--- src/rtl/mul_div_unit.sv ---
// mul_div_unit: iterative N x N multiply (shift-add) and N / N divide
// (restoring) sharing one 2N-bit working accumulator. Results land in
// hi/lo only on the FIX edge, so hi/lo keep the previous result while an
// operation runs.
// Optional feature macro: MDU_SIGNED_EN (signed MULT/DIV via magnitude
// conversion and result negation). Without it every op is unsigned.
module mul_div_unit #(
    parameter int unsigned N = 32
) (
    input  logic         clock,
    input  logic         reset,
    input  logic         start,
    input  logic [1:0]   op,
    input  logic [N-1:0] inA,
    input  logic [N-1:0] inB,
    output logic         busy,
    output logic         done,
    output logic [N-1:0] hi,
    output logic [N-1:0] lo,
    output logic         div_by_zero
);

    localparam int unsigned CW = $clog2(N);
    localparam int unsigned AW = 2 * N;

    typedef enum logic [1:0] {
        S_IDLE = 2'd0,
        S_RUN  = 2'd1,
        S_FIX  = 2'd2
    } state_e;

    state_e        state_q, state_d;
    logic [CW-1:0] cnt_q, cnt_d;
    logic [AW-1:0] acc_q, acc_d;
    logic [N-1:0]  b_q, b_d;
    logic [N-1:0]  a_orig_q, a_orig_d;
    logic          is_div_q, is_div_d;
    logic          b_zero_q, b_zero_d;
    logic          busy_q, busy_d;
    logic          done_q, done_d;
    logic          dbz_q, dbz_d;
    logic [N-1:0]  hi_q, hi_d;
    logic [N-1:0]  lo_q, lo_d;

    logic [N-1:0]  a_mag_c;
    logic [N-1:0]  b_mag_c;
    logic [N:0]    mul_sum_c;
    logic          div_ge_c;
    logic [N-1:0]  div_sub_c;
    logic [AW-1:0] prod_c;
    logic [N-1:0]  quo_c;
    logic [N-1:0]  rem_c;

`ifdef MDU_SIGNED_EN
    logic          neg_q, neg_d;
    logic          dsign_q, dsign_d;
    logic          a_neg_c;
    logic          b_neg_c;

    // Operand sign detection and magnitude conversion for signed ops
    always_comb begin
        a_neg_c = op[0] & inA[N-1];
        b_neg_c = op[0] & inB[N-1];
        a_mag_c = a_neg_c ? N'(-inA) : inA;
        b_mag_c = b_neg_c ? N'(-inB) : inB;
    end

    // Final sign correction of product, quotient and remainder
    always_comb begin
        prod_c = neg_q ? AW'(-acc_q) : acc_q;
        quo_c  = neg_q ? N'(-acc_q[N-1:0]) : acc_q[N-1:0];
        rem_c  = dsign_q ? N'(-acc_q[AW-1:N]) : acc_q[AW-1:N];
    end
`else
    // op[0] selects signedness, which this build does not implement
    logic op_sign_unused_c;
    assign op_sign_unused_c = op[0];

    // Unsigned build: operands and results pass straight through
    always_comb begin
        a_mag_c = inA;
        b_mag_c = inB;
        prod_c  = acc_q;
        quo_c   = acc_q[N-1:0];
        rem_c   = acc_q[AW-1:N];
    end
`endif

    // One iteration of shift-add (multiply) and restoring subtract (divide)
    always_comb begin
        mul_sum_c = {1'b0, acc_q[AW-1:N]} + (acc_q[0] ? {1'b0, b_q} : {(N+1){1'b0}});
        div_ge_c  = acc_q[AW-1:N-1] >= {1'b0, b_q};
        div_sub_c = acc_q[AW-2:N-1] - b_q;
    end

    // Next-state and register updates for IDLE -> RUN -> FIX sequencing
    always_comb begin
        state_d  = state_q;
        cnt_d    = cnt_q;
        acc_d    = acc_q;
        b_d      = b_q;
        a_orig_d = a_orig_q;
        is_div_d = is_div_q;
        b_zero_d = b_zero_q;
        busy_d   = busy_q;
        done_d   = 1'b0;
        dbz_d    = dbz_q;
        hi_d     = hi_q;
        lo_d     = lo_q;
`ifdef MDU_SIGNED_EN
        neg_d    = neg_q;
        dsign_d  = dsign_q;
`endif

        case (state_q)
            S_IDLE: begin
                if (start) begin
                    state_d  = S_RUN;
                    cnt_d    = '0;
                    acc_d    = {{N{1'b0}}, a_mag_c};
                    b_d      = b_mag_c;
                    a_orig_d = inA;
                    is_div_d = op[1];
                    b_zero_d = (inB == '0);
                    dbz_d    = 1'b0;
                    busy_d   = 1'b1;
`ifdef MDU_SIGNED_EN
                    neg_d    = a_neg_c ^ b_neg_c;
                    dsign_d  = a_neg_c;
`endif
                end
            end
            S_RUN: begin
                if (is_div_q) begin
                    acc_d = div_ge_c ? {div_sub_c, acc_q[N-2:0], 1'b1}
                                     : {acc_q[AW-2:0], 1'b0};
                end else begin
                    acc_d = {mul_sum_c, acc_q[N-1:1]};
                end
                cnt_d = cnt_q + CW'(1);
                if (cnt_q == CW'(N - 1)) begin
                    state_d = S_FIX;
                end
            end
            S_FIX: begin
                state_d = S_IDLE;
                busy_d  = 1'b0;
                done_d  = 1'b1;
                if (is_div_q) begin
                    if (b_zero_q) begin
                        hi_d  = a_orig_q;
                        lo_d  = '1;
                        dbz_d = 1'b1;
                    end else begin
                        hi_d = rem_c;
                        lo_d = quo_c;
                    end
                end else begin
                    hi_d = prod_c[AW-1:N];
                    lo_d = prod_c[N-1:0];
                end
            end
            default: begin
                state_d = S_IDLE;
                busy_d  = 1'b0;
            end
        endcase
    end

    // State and datapath registers
    always_ff @(posedge clock or negedge reset) begin
        if (!reset) begin
            state_q  <= S_IDLE;
            cnt_q    <= '0;
            acc_q    <= '0;
            b_q      <= '0;
            a_orig_q <= '0;
            is_div_q <= 1'b0;
            b_zero_q <= 1'b0;
            busy_q   <= 1'b0;
            done_q   <= 1'b0;
            dbz_q    <= 1'b0;
            hi_q     <= '0;
            lo_q     <= '0;
`ifdef MDU_SIGNED_EN
            neg_q    <= 1'b0;
            dsign_q  <= 1'b0;
`endif
        end else begin
            state_q  <= state_d;
            cnt_q    <= cnt_d;
            acc_q    <= acc_d;
            b_q      <= b_d;
            a_orig_q <= a_orig_d;
            is_div_q <= is_div_d;
            b_zero_q <= b_zero_d;
            busy_q   <= busy_d;
            done_q   <= done_d;
            dbz_q    <= dbz_d;
            hi_q     <= hi_d;
            lo_q     <= lo_d;
`ifdef MDU_SIGNED_EN
            neg_q    <= neg_d;
            dsign_q  <= dsign_d;
`endif
        end
    end

    assign busy        = busy_q;
    assign done        = done_q;
    assign hi          = hi_q;
    assign lo          = lo_q;
    assign div_by_zero = dbz_q;

endmodule

--- config.mk ---
export PLATFORM = sky130hd
export DESIGN_NAME = mul_div_unit
export DESIGN_NICKNAME = d
export VERILOG_FILES = /design/src/rtl/mul_div_unit.sv
export SDC_FILE = /design/constraint.sdc
export NUM_CORES = 1
export LEC_CHECK = 0
export BUFFER_PORTS_ARGS = -buffer_cell sky130_fd_sc_hd__buf_2
export CAP_MARGIN = 40
export CORE_MARGIN = 10
export CORE_UTILIZATION = 50
export CTS_CLUSTER_SIZE = 8
export DETAILED_ROUTE_END_ITERATION = 7
export MAX_ROUTING_LAYER = met4
export PLACE_DENSITY_LB_ADDON = 0.3
export SLEW_MARGIN = 20
export SYNTH_ARGS = -nofsm -noshare
export SYNTH_HDL_FRONTEND = slang
export SYNTH_SLANG_ARGS = --single-unit
--- constraint.sdc ---
create_clock -name clock -period 5.7 [get_ports clock]
set_input_delay 0.285 -clock clock [delete_from_list [all_inputs] [get_ports clock]]
set_output_delay 0.285 -clock clock [all_outputs]
set_load 0.05 [all_outputs]
==> results of run 1 <==
==> cell families (layout without fill, tap and decap cells) <==
| logic type | count (synthesis) | in the layout | share of synthesized area, % |
|---|---|---|---|
| xor+xnor | 54 | 54 | 3.83 |
| fa+ha+maj | 68 | 68 | 7.01 |
| mux | 88 | 88 | 7.18 |
| buf+inv | 117 | 283 | 3.82 |
| flops | 204 | 204 | 41.3 |
| other cells | 0 | 1 | 0 |
| compound gates | 404 | 404 | 21.2 |
| simple gates | 441 | 441 | 15.7 |
==> cell type report <==
cell class | instances | share of cell area [%]
inverter | 43 | 1.10
antenna | 1 | 0.0171
sequential | 204 | 34.9
clock buffer | 33 | 5.13
tap | 324 | 2.77
timing repair buffer | 207 | 9.59
multi-input combinational | 1055 | 46.4
==> what timing repair did <==
action / CTS / global route
hold buffers: 58 / 0
buffers inserted: 0 / 0
hold endpoints to repair: 137 / 0
==> sequential cells by signal, summed over array words and instances (netlist names) <==
name / flops
done: 1
b_q: 32
a_orig_q: 32
state_q: 2
hi: 32
div_by_zero: 1
b_zero_q: 1
lo: 32
is_div_q: 1
busy: 1
acc_q: 64
cnt_q: 5
==> stage by stage <==
| step | std cells | worst slack, ns | instance area, um2 |
|---|---|---|---|
| after floorplan | 1376 | 2.78 | 12400 |
| after global routing | 1867 | 1.62 | 14600 |
| after detailed placement | 1774 | 1.95 | 13300 |
| final | 1867 | 1.94 | 14600 |
| after CTS | 1865 | 1.93 | 14600 |
| after global placement | 1773 | 1.99 | 13300 |
==> synth_stat cells, drive strengths merged (9+ instances only) <==
cell    count  share of area, %
a21o       35               2.1
a21oi      78               3.2
a31oi      10              0.63
and2       35               1.8
buf        14              0.69
clkbuf     60               1.8
dfrtp     204                41
ha         66               6.7
inv        42               1.3
mux2i      83               6.7
nand2     261               7.9
nand2b      9              0.46
nand3      18              0.73
nand4      15              0.76
nor2       59               1.8
nor2b       9              0.46
nor3       10              0.41
nor4        9              0.46
o211ai     40               2.4
o21a       10              0.61
o21ai     132               5.3
o22a       32               2.3
xnor2      34               2.4
xor2       20               1.4
==> power by group through the flow <==
stage | Combinational (mW) | Sequential, mW | Clock, mW
2_1_floorplan | 4.86 | 2.62 | 0
3_3_place_gp | 6.28 | 2.65 | 0
3_5_place_dp | 6.35 | 2.66 | 0
4_1_cts | 6.45 | 2.65 | 1.53
5_1_grt | 7.26 | 2.74 | 1.59
6_report | 6.52 | 2.67 | 1.51
==> worst reg2reg max path: stages (launching register included) <==
cell      delay (ns)
dfrtp_1         0.45
inv_1           0.11
ha_1            0.16
inv_1           0.06
fa_1            0.43
a211oi_1        0.38
o21ai_0         0.27
nand2_1         0.26
o31ai_1         0.16
a31oi_1         0.33
o21ai_0         0.23
a221oi_1        0.40
xor2_1          0.24
o221ai_1        0.14
==> per-layer routing <==
layer	global-route usage [%]	vias to the layer above	part of all wire [%]
met3	5.21	39	7.1
met1	31.9	5151	47
met2	36.3	294	45
met4	4.06	0	1.3
li1	-	5227	-
met5	-	-	0
==> path summary, 6_finish.rpt <==
kind	startpoint	end	slack, ns
max in group asynchronous	reset	acc_q[26]	4.25
setup / recovery	acc_q[31]	acc_q[62]	1.94
min in group asynchronous	reset	b_q[5]	0.34
hold / removal	inB[6]	b_q[6]	-0.002
hold reg to reg	a_orig_q[31]	a_orig_q[31]	0.47
setup reg to reg	acc_q[31]	acc_q[62]	1.94
==> metrics.csv, run 1 <==
stage,metric,value,unit
logic_synthesis,cell area after synthesis,12400,um2
pwr,Pint,5.62,mW
cts,clock sink count,204,
global_routing,number of global-route vias before repair,10800,
pwr,Pwr per Cell Area,731,nW/um2
worst_setup_path,crit path max fanout,4,
sta,Worst slew margin,43.0,%
pwr,peak supply drop,358,uV
detailed_routing,vias per std cell,5.74,
worst_setup_path,"Data arrival, critical path",4.16,ns
die,Placeable Area,24300,um2
detailed_routing,DRC viols,0,
worst_setup_path,CP Launch Type,register,
worst_setup_path,CP required,6.10,ns
die,I/O Pins,136,
worst_setup_path,CP Buf/Inv Count,2,
final_layout,area grow syn2layout,18.4,%
logic_synthesis,Avg Inst Size Synth,8.98,um2
worst_setup_path,Crit Path Category,reg -> reg,
logic_synthesis,Post-synth ARST share,100,%
detailed_routing,Total Wirelength,36.4,mm
worst_setup_path,Setup crit end kind,register,
sta,Final Hold Viols,1,
cts,clock buffer count from CTS,29,
final_layout,Util after Layout,60.1,%
worst_hold_path,Hold Path Depth,3,
logic_synthesis,"FF+latch count, synth",204,
worst_setup_path,critical path's top delay family,compound AO/OA/AOI/OAI gates,
pwr,Pleak,6.86,nW
final_layout,layout cells sized above 1,12.8,%
cts,CTS tree,yes,
die,die footprint,31400,um2
sta,Final Max Tran Viols,0,
sta,Hold WS,-0.00233,ns
pwr,P_sw,5.07,mW
sta,RSZ-0062 raised after global routing,no,
logic_synthesis,Main synth FF type,dfrtp_1,
worst_setup_path,critical path cell sequence,inv_1 -> ha_1 -> inv_1 -> fa_1 -> a211oi_1 -> o21ai_0 -> nand2_1 -> o31ai_1 -> a31oi_1 -> o21ai_0 -> a221oi_1 -> xor2_1 -> o221ai_1,
detailed_routing,drt pass-1 iters,5,
logic_synthesis,synthesized instance count,1376,
global_routing,pin count of the biggest net entering global routing,128,
sta,fmax,0.266,GHz
worst_setup_path,Max stage delay on crit path,0.45,ns
pwr,Clock power frac,14.1,%
cts,cts repair resizes,0,
die,# rows,57,
worst_setup_path,stages on the worst setup path,13,
detailed_routing,Routed WL per cell,19.5,um
die,Die Ht,177,um
cts,H-Tree Depth,1,
final_layout,Fillers,2115,
sta,pin slew with the least headroom to its limit,0.855,ns
cts,largest buffer count on any clock path,3,
logic_synthesis,"EDFF count, synth",0,
final_layout,"commonest non-fill, non-tap cell in the layout",nand2_1,
detailed_routing,Starting DRT DRC Count,843,
final_layout,Storage cell area,5110,um2
detailed_routing,routed via count,10700,
die,Initial Util,50.8,%
global_routing,GRT Total Usage,23.7,%
final_layout,most frequent cells in the layout,"260 x nand2_1, 203 x dfrtp_1, 133 x buf_2",
sta,post-layout min period,3.76,ns
worst_setup_path,Worst path slowest cell,dfrtp_1,
worst_hold_path,worst hold path type,in -> reg,
pwr,Combinational Power Share,61.0,%
sta,final setup violation count,0,
cts,clk root buf,clkbuf_16,
cts,Worst-Skew Late Latency,0.54,ns
global_routing,gr ovfl total,0,
die,die extent in x,177,um
pwr,switch share,47.4,%
sta,post-route setup TNS,0,ns
logic_synthesis,post-synth net total,1513,
global_routing,first-pass GRT wire length,58.9,mm
global_routing,antenna violations before repair,1,
placement,Post-DP HPWL,25.8,mm
status,failing checks,negative hold slack,
placement,GP Congestion,0.935,
logic_synthesis,synth warn,0,
pwr,Seq pwr share,24.9,%
sta,period utilization,66.0,%
placement,PortBufs,134,
logic_synthesis,post-synthesis sequential area ratio,41.3,%
sta,Clock Skews,0.0127,ns
logic_synthesis,Netlist cell types,70,
pwr,Tot Pwr,10.7,mW
final_layout,Final nets,1677,
detailed_routing,DRT antenna net count,0,
cts,clk slew on worst S/H paths,0.05,ns
worst_setup_path,reg2reg path depth,13,
final_layout,area of the multi-input gates,6790,um2
status,status,"complete, but fails checks",
flow_run,Max-Cap Viols,0,
(Power assumes the default switching activity.)
==> run 2, diff against run 1 <==
==> constraint.sdc (replaced) <==
create_clock -name clock -period 3.75 [get_ports clock]
set_input_delay 0.1875 -clock clock [delete_from_list [all_inputs] [get_ports clock]]
set_output_delay 0.1875 -clock clock [all_outputs]
set_load 0.05 [all_outputs]
==> metrics.csv, run 2 (synthesized netlist as in run 1, its figures left out) <==
stage,metric,value,unit,change
sta,period utilization,94.1,%,+28 points
final_layout,area of the multi-input gates,6790,um2,unchanged
sta,post-route setup TNS,0,ns,unchanged
detailed_routing,drt pass-1 iters,6,,+1
final_layout,Largest register FFs,64,,unchanged
placement,GP Congestion,0.970,,+3.7%
sta,Clock Skews,0.0189,ns,+0.00614 ns
placement,Placed Cells incl. Taps,1784,,+0.56%
worst_setup_path,crit path max fanout,3,,-1
cts,clock sink count,204,,unchanged
final_layout,most frequent cells in the layout,"260 x nand2_1, 202 x dfrtp_1, 133 x buf_2",,
sta,post-layout min period,3.53,ns,-0.232 ns
cts,largest buffer count on any clock path,3,,unchanged
flow_run,Max-Cap Viols,0,,unchanged
final_layout,area grow syn2layout,20.1,%,
pwr,Clock power frac,14.2,%,about the same
sta,Worst slew margin,51.7,%,+8.7 points
global_routing,pin count of the biggest net entering global routing,91,,-29%
pwr,switch share,47.4,%,-0.074 points
pwr,Pint,8.66,mW,+54%
placement,Post-DP HPWL,26.5,mm,+2.9%
worst_setup_path,"reg-to-reg slack, setup",0.22,ns,-1.72 ns
final_layout,Non-Filler Instances,1885,,+0.96%
worst_setup_path,reg2reg path depth,13,,unchanged
die,# rows,57,,unchanged
worst_setup_path,Crit Path Category,reg -> reg,,
worst_hold_path,worst hold path type,in -> async,,
placement,PortBufs,134,,unchanged
detailed_routing,Starting DRT DRC Count,1036,,+23%
pwr,Pwr per Cell Area,1110,nW/um2,+52%
cts,# Post-CTS Setup Buffers,0,,unchanged
final_layout,Reg with most FFs,acc_q,,
detailed_routing,routed via count,11000,,+2.4%
worst_setup_path,Setup crit end kind,register,,
global_routing,first-pass GRT wire length,59.5,mm,+1.1%
die,I/O Pins,136,,unchanged
global_routing,grt met2 use,36.4,%,+0.14 points
global_routing,M1 GR Usage,32.4,%,+0.49 points
global_routing,gr busiest metal,met2,,
die,Initial Util,50.8,%,unchanged
final_layout,Util after Layout,61.0,%,+0.89 points
detailed_routing,DRC viols,0,,unchanged
cts,CTS tree,yes,,
pwr,peak supply drop,538,uV,+50%
detailed_routing,DRT antenna net count,0,,unchanged
detailed_routing,vias per std cell,5.82,,+1.5%
die,die footprint,31400,um2,unchanged
global_routing,GRT Total Usage,23.9,%,+0.26 points
sta,pin slew with the least headroom to its limit,0.723,ns,-0.132 ns
cts,clock buffer count from CTS,29,,unchanged
cts,clk slew on worst S/H paths,0.06,ns,about the same
worst_setup_path,CP Launch Type,register,,
global_routing,number of global-route vias before repair,11000,,+1.8%
status,status,finished clean,,
sta,final setup violation count,0,,unchanged
sta,fmax,0.283,GHz,+6.6%
global_routing,met3 GRT Util,4.78,%,-0.43 points
die,Die Ht,177,um,unchanged
detailed_routing,Routed WL per cell,19.5,um,-0.29%
sta,Final Max Tran Viols,0,,unchanged
worst_setup_path,RR Endpoint,acc_q[62],,
global_routing,antenna violations before repair,1,,unchanged
sta,Final Hold Viols,0,,-1
pwr,Combinational Power Share,60.5,%,-0.5 points
cts,Worst-Skew Late Latency,0.56,ns,+0.02 ns
cts,H-Tree Depth,1,,unchanged
final_layout,Storage cell area,5110,um2,about the same
pwr,Pleak,6.96,nW,+1.4%
final_layout,layout cells sized above 1,13.4,%,+0.62 points
detailed_routing,Total Wirelength,36.7,mm,+0.67%
worst_setup_path,worst reg2reg startpoint,acc_q[31],,
final_layout,Fillers,2057,,-2.7%
global_routing,gr ovfl total,0,,unchanged
die,Placeable Area,24300,um2,unchanged
pwr,P_sw,7.80,mW,+54%
sta,RSZ-0062 raised after global routing,no,,
final_layout,Final nets,1694,,+1.0%
worst_setup_path,"Data arrival, critical path",3.95,ns,-0.21 ns
pwr,Seq pwr share,25.2,%,+0.3 points
worst_setup_path,CP required,4.17,ns,-1.93 ns
cts,clk root buf,clkbuf_16,,
final_layout,"commonest non-fill, non-tap cell in the layout",nand2_1,,
die,die extent in x,177,um,unchanged
run 2: stage by stage:
stage / instance area, um2 / total power [mW] / hold WS (ns) / worst slack, ns
global placement: 13300 / 13.7 / 0.393 / 0.311
detailed placement: 13400 / 13.9 / 0.134 / 0.232
CTS: 14800 / 16.4 / 0.111 / 0.185
global route: 14800 / 17.7 / 0.157 / 0.00779
finish: 14800 / 16.5 / 0.120 / 0.222
floorplan: 12400 / 11.4 / -0.108 / 0.827
run 2: power by group through the flow:
stage	sequential [mW]	combinational, mW	clock [mW]
floorplan	3.98	7.39	0
CTS	4.12	9.85	2.38
global placement	4.12	9.53	0
detailed placement	4.13	9.72	0
global route	4.26	11.0	2.46
finish	4.16	9.96	2.34
run 2: critical path, stage by stage (launching register included):
cell      delay (ns)
dfrtp_1         0.41
inv_1           0.10
ha_1            0.18
inv_1           0.06
fa_1            0.43
a211oi_1        0.39
o21ai_0         0.22
nand2_1         0.13
o31ai_1         0.12
a31oi_1         0.33
o21ai_0         0.23
a221oi_1        0.36
xor2_1          0.26
o221ai_1        0.16
run 2: per-layer routing:
| layer | vias up | share of wire (%) |
|---|---|---|
| met2 | 352 | 45 |
| met3 | 52 | 7.7 |
| met5 | - | 0 |
| met1 | 5293 | 45 |
| met4 | 0 | 1.9 |
| li1 | 5276 | - |
run 2: how the worst max path moves through the flow:
stage	startpoint	to	slack (ns)
2_1_floorplan	acc_q[57]	acc_q[33]	0.83
3_3_place_gp	acc_q[0]	acc_q[63]	0.31
3_5_place_dp	acc_q[0]	acc_q[63]	0.23
4_1_cts	acc_q[0]	acc_q[63]	0.18
5_1_grt	acc_q[0]	acc_q[63]	0.008
6_report	acc_q[31]	acc_q[62]	0.22
run 2: final cells by class:
type | count | share of cell area [%]
diodes | 1 | 0.0169
well taps | 324 | 2.73
inverters | 43 | 1.09
flip-flops and latches | 204 | 34.4
clock buffers | 33 | 5.06
multi-input cells | 1055 | 45.8
clock inverters | 1 | 0.135
repair buffers | 224 | 10.8
run 2: repair_timing:
item                       in CTS  in global routing
hold endpoints to repair      269                  0
hold buffers                   66                  0
setup endpoints to repair       0                  4
gates resized for setup         0                  2
